==> config.mk <==
export PLATFORM = sky130hd
export DESIGN_NAME = sdram_arbiter
export DESIGN_NICKNAME = d
export VERILOG_FILES = /design/src/rtl/sdram_arbiter_pkg.sv /design/src/rtl/sdram_arbiter_burst_ptr.sv /design/src/rtl/sdram_arbiter.sv
export SDC_FILE = /design/constraint.sdc
export NUM_CORES = 1
export LEC_CHECK = 0
export CORE_MARGIN = 4
export CORE_UTILIZATION = 30
export CTS_BUF_LIST = sky130_fd_sc_hd__clkbuf_2 sky130_fd_sc_hd__clkbuf_4 sky130_fd_sc_hd__clkbuf_8
export DETAILED_ROUTE_END_ITERATION = 7
export GPL_TIMING_DRIVEN = 0
export HOLD_SLACK_MARGIN = 0.06
export SLEW_MARGIN = 30
export SYNTH_ARGS = -nofsm -noshare
export SYNTH_HDL_FRONTEND = slang
export SYNTH_SLANG_ARGS = --single-unit
==> constraint.sdc <==
create_clock -name Clk -period 3.7 [get_ports Clk]
set_clock_uncertainty 0.2 [all_clocks]
set_input_delay 0.74 -clock Clk [delete_from_list [all_inputs] [get_ports Clk]]
set_output_delay 0.74 -clock Clk [all_outputs]
set_load 0.005 [all_outputs]
==> src/rtl/sdram_arbiter_pkg.sv <==
// Shared parameters and state encoding for the SDRAM command arbiter and its burst pointers.
package sdram_arbiter_pkg;

    localparam int ASIZE      = 13;
    localparam int BSIZE      = 2;
    localparam int CSIZE      = 9;
    localparam int LSIZE      = BSIZE + ASIZE + CSIZE;
    localparam int BURST_LEN  = 8;
    localparam int REF_PERIOD = 1562;

    typedef enum logic [2:0] {
        WAIT_INIT = 3'd0,
        IDLE      = 3'd1,
        REF       = 3'd2,
        WRITE     = 3'd3,
        READ      = 3'd4
    } arb_state_t;

endpackage

==> src/rtl/sdram_arbiter_burst_ptr.sv <==
// Wrapping linear burst pointer: reload from the region start, or step by one burst
// and fall back to the start once the region end is reached.
module sdram_burst_ptr #(
    parameter int LSIZE     = 24,
    parameter int BURST_LEN = 8
) (
    input  logic             clk,
    input  logic             rst_n,
    input  logic             load,
    input  logic             advance,
    input  logic [LSIZE-1:0] start_addr,
    input  logic [LSIZE-1:0] max_addr,
    output logic [LSIZE-1:0] ptr
);

    logic [LSIZE-1:0] nxt;

    // Carry out of the MSB is intentionally dropped; max_addr is exclusive.
    assign nxt = ptr + LSIZE'(BURST_LEN);

    always_ff @(posedge clk or negedge rst_n) begin
        if (!rst_n) begin
            ptr <= '0;
        end else if (load) begin
            ptr <= start_addr;
        end else if (advance) begin
            ptr <= (nxt >= max_addr) ? start_addr : nxt;
        end
    end

endmodule

==> src/rtl/sdram_arbiter.sv <==
// Command scheduler in front of the SDRAM command engine: refresh timer, round-robin
// write/read arbitration and bank/row/column presentation of the granted burst.
module sdram_arbiter
    import sdram_arbiter_pkg::*;
#(
    parameter int ASIZE      = sdram_arbiter_pkg::ASIZE,
    parameter int BSIZE      = sdram_arbiter_pkg::BSIZE,
    parameter int CSIZE      = sdram_arbiter_pkg::CSIZE,
    parameter int LSIZE      = BSIZE + ASIZE + CSIZE,
    parameter int BURST_LEN  = sdram_arbiter_pkg::BURST_LEN,
    parameter int REF_PERIOD = sdram_arbiter_pkg::REF_PERIOD
) (
    input  logic             Clk,
    input  logic             Rst_n,
    input  logic             init_done,
    input  logic             Wr_req,
    input  logic             Rd_req,
    input  logic [LSIZE-1:0] Wr_addr,
    input  logic [LSIZE-1:0] Wr_max_addr,
    input  logic             Wr_load,
    input  logic [LSIZE-1:0] Rd_addr,
    input  logic [LSIZE-1:0] Rd_max_addr,
    input  logic             Rd_load,
    output logic             ref_en,
    input  logic             ref_done,
    output logic             wr_en,
    input  logic             wr_done,
    output logic             rd_en,
    input  logic             rd_done,
    output logic [BSIZE-1:0] sd_baddr,
    output logic [ASIZE-1:0] sd_raddr,
    output logic [CSIZE-1:0] sd_caddr,
    output logic [2:0]       main_state,
    output logic             ref_overrun
);

    localparam int TW = $clog2(REF_PERIOD);

    arb_state_t       state, next_state;
    logic [TW-1:0]    ref_timer;
    logic             ref_pending;
    logic             rr_last_wr;
    logic             timer_run, ref_tc;
    logic             grant_ref, grant_wr, grant_rd;
    logic [LSIZE-1:0] wr_ptr, rd_ptr;

    assign main_state = state;

    // The timer already counts on the edge that leaves WAIT_INIT, so the first
    // refresh request lands exactly REF_PERIOD cycles after init completes.
    assign timer_run = (state != WAIT_INIT) || init_done;
    assign ref_tc    = timer_run && (ref_timer == TW'(REF_PERIOD - 1));

    always_ff @(posedge Clk or negedge Rst_n) begin
        if (!Rst_n) begin
            ref_timer   <= '0;
            ref_pending <= 1'b0;
            ref_overrun <= 1'b0;
        end else begin
            if (!timer_run || ref_tc) begin
                ref_timer <= '0;
            end else begin
                ref_timer <= ref_timer + TW'(1);
            end
            if (ref_tc) begin
                ref_pending <= 1'b1;
            end else if (grant_ref) begin
                ref_pending <= 1'b0;
            end
            if (ref_tc && ref_pending) begin
                ref_overrun <= 1'b1;
            end
        end
    end

    always_ff @(posedge Clk or negedge Rst_n) begin
        if (!Rst_n) begin
            state <= WAIT_INIT;
        end else begin
            state <= next_state;
        end
    end

    always_comb begin
        next_state = state;
        grant_ref  = 1'b0;
        grant_wr   = 1'b0;
        grant_rd   = 1'b0;
        case (state)
            WAIT_INIT: if (init_done) next_state = IDLE;
            IDLE: begin
                if (ref_pending) begin
                    next_state = REF;
                    grant_ref  = 1'b1;
                end else if (Wr_req && (!Rd_req || !rr_last_wr)) begin
                    next_state = WRITE;
                    grant_wr   = 1'b1;
                end else if (Rd_req) begin
                    next_state = READ;
                    grant_rd   = 1'b1;
                end
            end
            REF:     if (ref_done) next_state = IDLE;
            WRITE:   if (wr_done)  next_state = IDLE;
            READ:    if (rd_done)  next_state = IDLE;
            default: next_state = WAIT_INIT;
        endcase
    end

    // Address outputs are captured only at grant, so a pointer reload never disturbs a burst in flight.
    always_ff @(posedge Clk or negedge Rst_n) begin
        if (!Rst_n) begin
            ref_en     <= 1'b0;
            wr_en      <= 1'b0;
            rd_en      <= 1'b0;
            rr_last_wr <= 1'b0;
            sd_baddr   <= '0;
            sd_raddr   <= '0;
            sd_caddr   <= '0;
        end else begin
            ref_en <= grant_ref;
            wr_en  <= grant_wr;
            rd_en  <= grant_rd;
            if (grant_wr) begin
                rr_last_wr <= 1'b1;
                sd_caddr   <= wr_ptr[CSIZE-1:0];
                sd_raddr   <= wr_ptr[CSIZE+ASIZE-1:CSIZE];
                sd_baddr   <= wr_ptr[LSIZE-1:CSIZE+ASIZE];
            end else if (grant_rd) begin
                rr_last_wr <= 1'b0;
                sd_caddr   <= rd_ptr[CSIZE-1:0];
                sd_raddr   <= rd_ptr[CSIZE+ASIZE-1:CSIZE];
                sd_baddr   <= rd_ptr[LSIZE-1:CSIZE+ASIZE];
            end
        end
    end

    sdram_burst_ptr #(
        .LSIZE     (LSIZE),
        .BURST_LEN (BURST_LEN)
    ) u_wr_ptr (
        .clk        (Clk),
        .rst_n      (Rst_n),
        .load       (Wr_load),
        .advance    ((state == WRITE) && wr_done),
        .start_addr (Wr_addr),
        .max_addr   (Wr_max_addr),
        .ptr        (wr_ptr)
    );

    sdram_burst_ptr #(
        .LSIZE     (LSIZE),
        .BURST_LEN (BURST_LEN)
    ) u_rd_ptr (
        .clk        (Clk),
        .rst_n      (Rst_n),
        .load       (Rd_load),
        .advance    ((state == READ) && rd_done),
        .start_addr (Rd_addr),
        .max_addr   (Rd_max_addr),
        .ptr        (rd_ptr)
    );

endmodule

After elaboration in Yosys (flattened, before gate mapping):

Index checks and enable logic that the tools add are counted.

* $add $sub $neg: 3
* $lt $le $gt $ge: 2
* equal/unequal tests: 10
* muxes and demuxes: 34
* reductions and logical operators: 18

Operator list (number)
* two-way mux 24 bit: 6
* adder 24 x 4 -> 24 bit (second input constant): 2
* >= comparator 24 bit: 2
* two-way mux 13 bit: 2
* two-way mux 3 bit: 7
* two-way mux 9 bit: 2
* case mux 3 bit (5 select lines): 1
* two-way mux 1 bit: 13
* adder 11 x 1 -> 11 bit (second input constant): 1
* == test 11 bit (second input constant): 1
* two-way mux 11 bit: 1
* inequality test 2 bit (second input constant): 4
* nonzero test 2 bit: 4
* == test 3 x 2 -> 1 bit (second input constant): 2
* logical AND 1 bit: 5
* AND reduction 5 bit: 1
* two-way mux 2 bit: 2
* inequality test 4 bit (second input constant): 1
* == test 3 x 1 -> 1 bit (second input constant): 1
* == test 3 bit (second input constant): 1
* logical NOT 1 bit: 3
* logical NOT 3 bit: 1
* logical OR 1 bit: 3
* nonzero test 3 bit: 1

* bits in registers: 92
* bits of input ports: 106
* output and inout port bits: 31
* word-level logic and storage cells: 80

Longest topological paths before layout:

* word-level depth: 8
* gate-level depth with buffers: 15
* gate-level depth less buffers: 12

Modules after synthesis:

A second synthesis with hierarchy kept.

* cell total of the unflattened synthesis: 830
* area total of the unflattened synthesis: 7086.8 um^2

Modules (own cells, without submodules)
* sdram_burst_ptr: instances 2, cells an instance 314, area an instance 2506.2 um^2, seq. area each 600.6 um^2
* sdram_arbiter: instances 1, cells an instance 202, area an instance 2074.5 um^2, seq. area each 1101.1 um^2

Worst setup path before layout:

OpenSTA, ideal clock, no wires.

* path type: register -> register
* from: register u_rd_ptr.ptr[7]
* to: register u_rd_ptr.ptr[11]
* setup time: 0.087 ns
* arrival time: 3.110 ns
* required time: 3.413 ns
* setup slack: 0.303 ns
* stages on the path, launching flop included: 14
* buffers on the path: 2
* clock period less this slack: 3.397 ns
* path through: dfrtp_1 > clkbuf_1 > nand2_1 > nor4_4 > nand3_1 > xnor2_1 > ha_1 > a21oi_1 > nand2_1 > a211oi_1 > o311ai_2 > buf_6 > or4_1 > o211ai_1

* cells in the longest elaborated chain, start to end: 5

RTL lines
* from (decl): line sdram_arbiter_burst_ptr.sv:13 `output logic [LSIZE-1:0] ptr`
* from (signal assigned): line sdram_arbiter_burst_ptr.sv:25 `ptr <= start_addr;`
* from (signal assigned): line sdram_arbiter_burst_ptr.sv:27 `ptr <= (nxt >= max_addr) ? start_addr : nxt;`
* adder 24 x 4 -> 24 bit (*): line sdram_arbiter_burst_ptr.sv:19 `assign nxt = ptr + LSIZE'(BURST_LEN);`
* >= comparator 24 bit: line sdram_arbiter_burst_ptr.sv:27
* two-way mux 24 bit (*): line sdram_arbiter_burst_ptr.sv:27
* two-way mux 24 bit (*): line sdram_arbiter_burst_ptr.sv:26 `end else if (advance) begin`
* two-way mux 24 bit (*): line sdram_arbiter_burst_ptr.sv:24 `end else if (load) begin`

Mark *: on every way between the ends. The rest lies on a longest branch, timed or not. The select of a mux whose other input is x is not followed.
A chain may end at the register's enable or synchronous reset.

Worst setup path after layout:

* from: register u_wr_ptr.ptr[5]
* to: register u_wr_ptr.ptr[16]

* cells in the longest elaborated chain, start to end: 5

RTL lines (line)
* from (decl): sdram_arbiter_burst_ptr.sv:13
* from (signal assigned): sdram_arbiter_burst_ptr.sv:25
* from (signal assigned): sdram_arbiter_burst_ptr.sv:27
* adder 24 x 4 -> 24 bit (*): sdram_arbiter_burst_ptr.sv:19
* >= comparator 24 bit: sdram_arbiter_burst_ptr.sv:27
* two-way mux 24 bit (*): sdram_arbiter_burst_ptr.sv:27
* two-way mux 24 bit (*): sdram_arbiter_burst_ptr.sv:26
* two-way mux 24 bit (*): sdram_arbiter_burst_ptr.sv:24

Marked as above.

==> metrics.md <==
| Metric | Value |
|---|---|
| Outcome | `finished with violations` |
| Failing checks | `negative setup slack` |
| Detailed Routing Iterations Pass 1 | `4` |
| Asr flop ratio synth | `1.00` |
| TritonCTS Buffers | `9` |
| Pin count of the biggest net entering global routing | `64` |
| Rows | `54` |
| Unique masters post-synth | `57` |
| Layout area overhead | `41.2%` |
| CTS tree | `built` |
| Syn Std Cell Area | `6840 um^2` |
| Clk pwr share | `0.133` |
| Share of layout cells above drive strength 1 | `0.174` |
| Most area-hungry cell type in the Yosys netlist | `dfrtp_1` |
| First-pass GRT wire length | `34600 um` |
| Vias in the first global route | `6405` |
| Synth top area share | `0.337` |
| Pwr per Cell Area | `622 nW/um^2` |
| H-tree depth | `3` |
| Max_cap viols | `0` |
| WL per Instance | `17.6 um` |
| RSZ-0062 raised after global routing | `yes` |
| Ranking of synthesized cells by area | `dfrtp_1, ha_1, nand2_1, a21oi_1, nor2_1` |
| Final setup vio count | `20` |
| DR vias/cell | `5.26` |
| EDFF count, synth | `0` |
| Sw Ratio | `0.420` |
| Most common cell in the synthesized netlist | `dfrtp_1` |
| Leak pwr | `4.22 nW` |
| Max Slew Vio Count | `0` |
| Clk_lat worst skew | `0.38 ns` |
| Post-synthesis sequential area ratio | `0.337` |
| Hold Crit Class | `reg2reg` |
| Detailed-route via count | `6687` |
| Final core utilization | `0.437` |
| Clk buf depth | `2` |
| Combinational power share | `0.544` |
| Worst-Margin Slew | `0.808 ns` |
| Post-Place Worst Slack | `-0.692 ns` |
| Crit start category | `flip-flop` |
| CTS root buf | `clkbuf_8` |
| Synth Area per Inst | `8.49 um^2` |
| Final period util | `1.02` |
| Mapped Cells | `806` |
| GRT Residual Overflow | `0` |
| Most frequent cells after synthesis | `dfrtp_1, nand2_1, nor2_1, inv_1, a21oi_1` |
| CP Max Fanout | `7` |
| Die Height | `159 um` |
| Sequential power share | `0.323` |
| Placeable Area | `22100 um^2` |
| Final min period | `3.77 ns` |
| Crit path required time | `3.76 ns` |
| Final Hold Fails | `0` |
| Antenna viol nets, final | `0` |
| Sw Pwr | `2.52 mW` |
| I/O Buffers | `136` |
| Remaining DRCs | `0` |
| Worst Path Arrival | `3.83 ns` |
| #FFs+latches synth | `92` |
| N_diodes | `0` |
| P_int | `3.48 mW` |
| Slew HR | `0.459` |
| Max Freq | `0.265 GHz` |
| Syn_nets | `966` |
| Die area | `25300 um^2` |
| Initial antenna violation count | `0` |
| CP Class | `reg2reg` |
| 1st-iter DRT viols | `516` |
| Dpl hpwl | `17000 um` |
| Crit end category | `flip-flop` |
| GRT Total Usage | `0.167` |
| Main flop type after synthesis | `dfrtp_1` |
| IO Pins | `137` |
| Final Power | `6.00 mW` |
| Setup TNS | `-0.724 ns` |
| Final WL | `22400 um` |
| Initial Util | `0.310` |
| Peak supply drop | `0.000248 V` |
| Die X-Extent | `159 um` |
| Number of synthesis warnings | `0` |
| Clock-pin slew on the worst setup and hold paths | `0.09 ns` |
| RD Place Congestion | `0.866` |
| Final Worst Setup Slack | `-0.0697 ns` |
| Fin nets | `1147` |
| Sink Count | `92` |
worst paths after layout:
path	from	to	slack [ns]	depth (start not counted)
worst max-delay path	u_wr_ptr.ptr[5]	u_wr_ptr.ptr[16]	-0.07	14
worst min-delay path	ref_timer[0]	ref_timer[0]	0.30	1
worst max register to register	u_wr_ptr.ptr[5]	u_wr_ptr.ptr[16]	-0.07	14
worst min register to register	ref_timer[0]	ref_timer[0]	0.30	1
max in group asynchronous	Rst_n	u_rd_ptr.ptr[3]	2.07	3
min in group asynchronous	Rst_n	sd_caddr[1]	0.60	2
layout by cell type, fill, tap and decap left out, types with 7 or more instances in the layout:
| cell type | netlist | final |
|---|---|---|
| clkdlybuf4s50_1 | 0 | 135 |
| dfrtp_1 | 92 | 82 |
| nand2_1 | 76 | 73 |
| nor2_1 | 72 | 70 |
| inv_1 | 56 | 56 |
| ha_1 | 54 | 50 |
| a21oi_1 | 55 | 47 |
| nand3_1 | 40 | 37 |
| buf_4 | 1 | 32 |
| nand4_1 | 26 | 26 |
| mux2i_1 | 26 | 26 |
| o211ai_1 | 24 | 24 |
| nor3_1 | 29 | 23 |
| xnor2_1 | 25 | 22 |
| xor2_1 | 22 | 21 |
| buf_6 | 1 | 16 |
| a32oi_1 | 22 | 16 |
| clkbuf_1 | 29 | 15 |
| and2_1 | 14 | 14 |
| nor2b_1 | 12 | 12 |
| o21ai_0 | 13 | 11 |
| clkbuf_8 | 0 | 10 |
| dfrtp_2 | 0 | 10 |
| o31ai_1 | 10 | 9 |
| buf_2 | 18 | 8 |
| and3_1 | 10 | 8 |
| a21oi_2 | 1 | 7 |
logic make-up (layout without fill, tap and decap cells):
family                   Yosys count  in the layout  share of synthesized area
AND/OR/NAND/NOR                  311            311                      0.226
AO/OA/AOI/OAI                    163            163                      0.167
buffers and inverters            107            293                     0.0636
flip-flops                        92             92                      0.337
adder cells (fa/ha/maj)           54             54                     0.0988
XOR/XNOR                          47             47                     0.0602
multiplexers                      32             32                     0.0479
critical path, stage by stage, from the launching register on:
cell and delay, ns:
dfrtp_1 0.35, buf_6 0.12, and4_1 0.19, buf_6 0.11
nand4b_1 0.23, or3_4 0.47, xnor2_2 0.15, ha_1 0.29
nand4_1 0.23, nor4_4 0.41, nand3_2 0.15, o21ba_4 0.28
clkbuf_16 0.17, a32oi_1 0.18, o211ai_1 0.11
power by group through the flow:
stage	combinational [mW]	clock, mW	sequential [mW]
6_report	3.27	0.798	1.94
5_1_grt	3.61	0.859	2.01
4_1_cts	2.91	0.810	1.91
3_5_place_dp	2.87	0	1.90
3_3_place_gp	2.81	0	1.89
2_1_floorplan	1.86	0	1.77
sequential cells by signal, summed over array words and instances, names as in the netlist:
signal,cells
u_rd_ptr.ptr,24
u_wr_ptr.ptr,24
sd_raddr,13
ref_timer,11
sd_caddr,9
main_state,3
sd_baddr,2
rd_en,1
ref_en,1
ref_overrun,1
ref_pending,1
rr_last_wr,1
wr_en,1
timing repair:
item | 4_1_cts | 5_1_grt
setup buffers | 8 | 23
cloned | 0 | 4
hold endpoints to repair | 29 | 0
gates resized for setup | 33 | 125
pin swaps | 9 | 54
hold buffers | 1 | 0
setup endpoints to repair | 48 | 48
metal layers:
metal | wire length [um] | up-vias | track usage
met4 | 384 | 0 | 0.0454
met3 | 1350 | 30 | 0.0285
met2 | 10700 | 225 | 0.276
li1 | - | 3256 | -
met1 | 9940 | 3176 | 0.228
met5 | 0 | - | 0
cell type report:
| cell class | instances | area (um^2) |
|---|---|---|
| plain buffers | 48 | 349 |
| repair buffers | 173 | 1720 |
| clock inverters | 4 | 72.6 |
| inverters | 56 | 210 |
| fillers | 2136 | 12400 |
| well taps | 280 | 350 |
| clock buffers | 12 | 153 |
| flip-flops and latches | 92 | 2310 |
| multi-input cells | 607 | 4490 |
stage by stage:
| stage | hold slack [ns] | cell area, um^2 | std cells |
|---|---|---|---|
| after floorplan | 0.244 | 6840 | 806 |
| after global placement | 0.251 | 8550 | 1222 |
| after detailed placement | 0.288 | 8580 | 1223 |
| after CTS | 0.301 | 8980 | 1246 |
| after global routing | 0.308 | 9660 | 1272 |
| final | 0.297 | 9660 | 1272 |
Note: power is estimated with default switching activity, not from simulation.
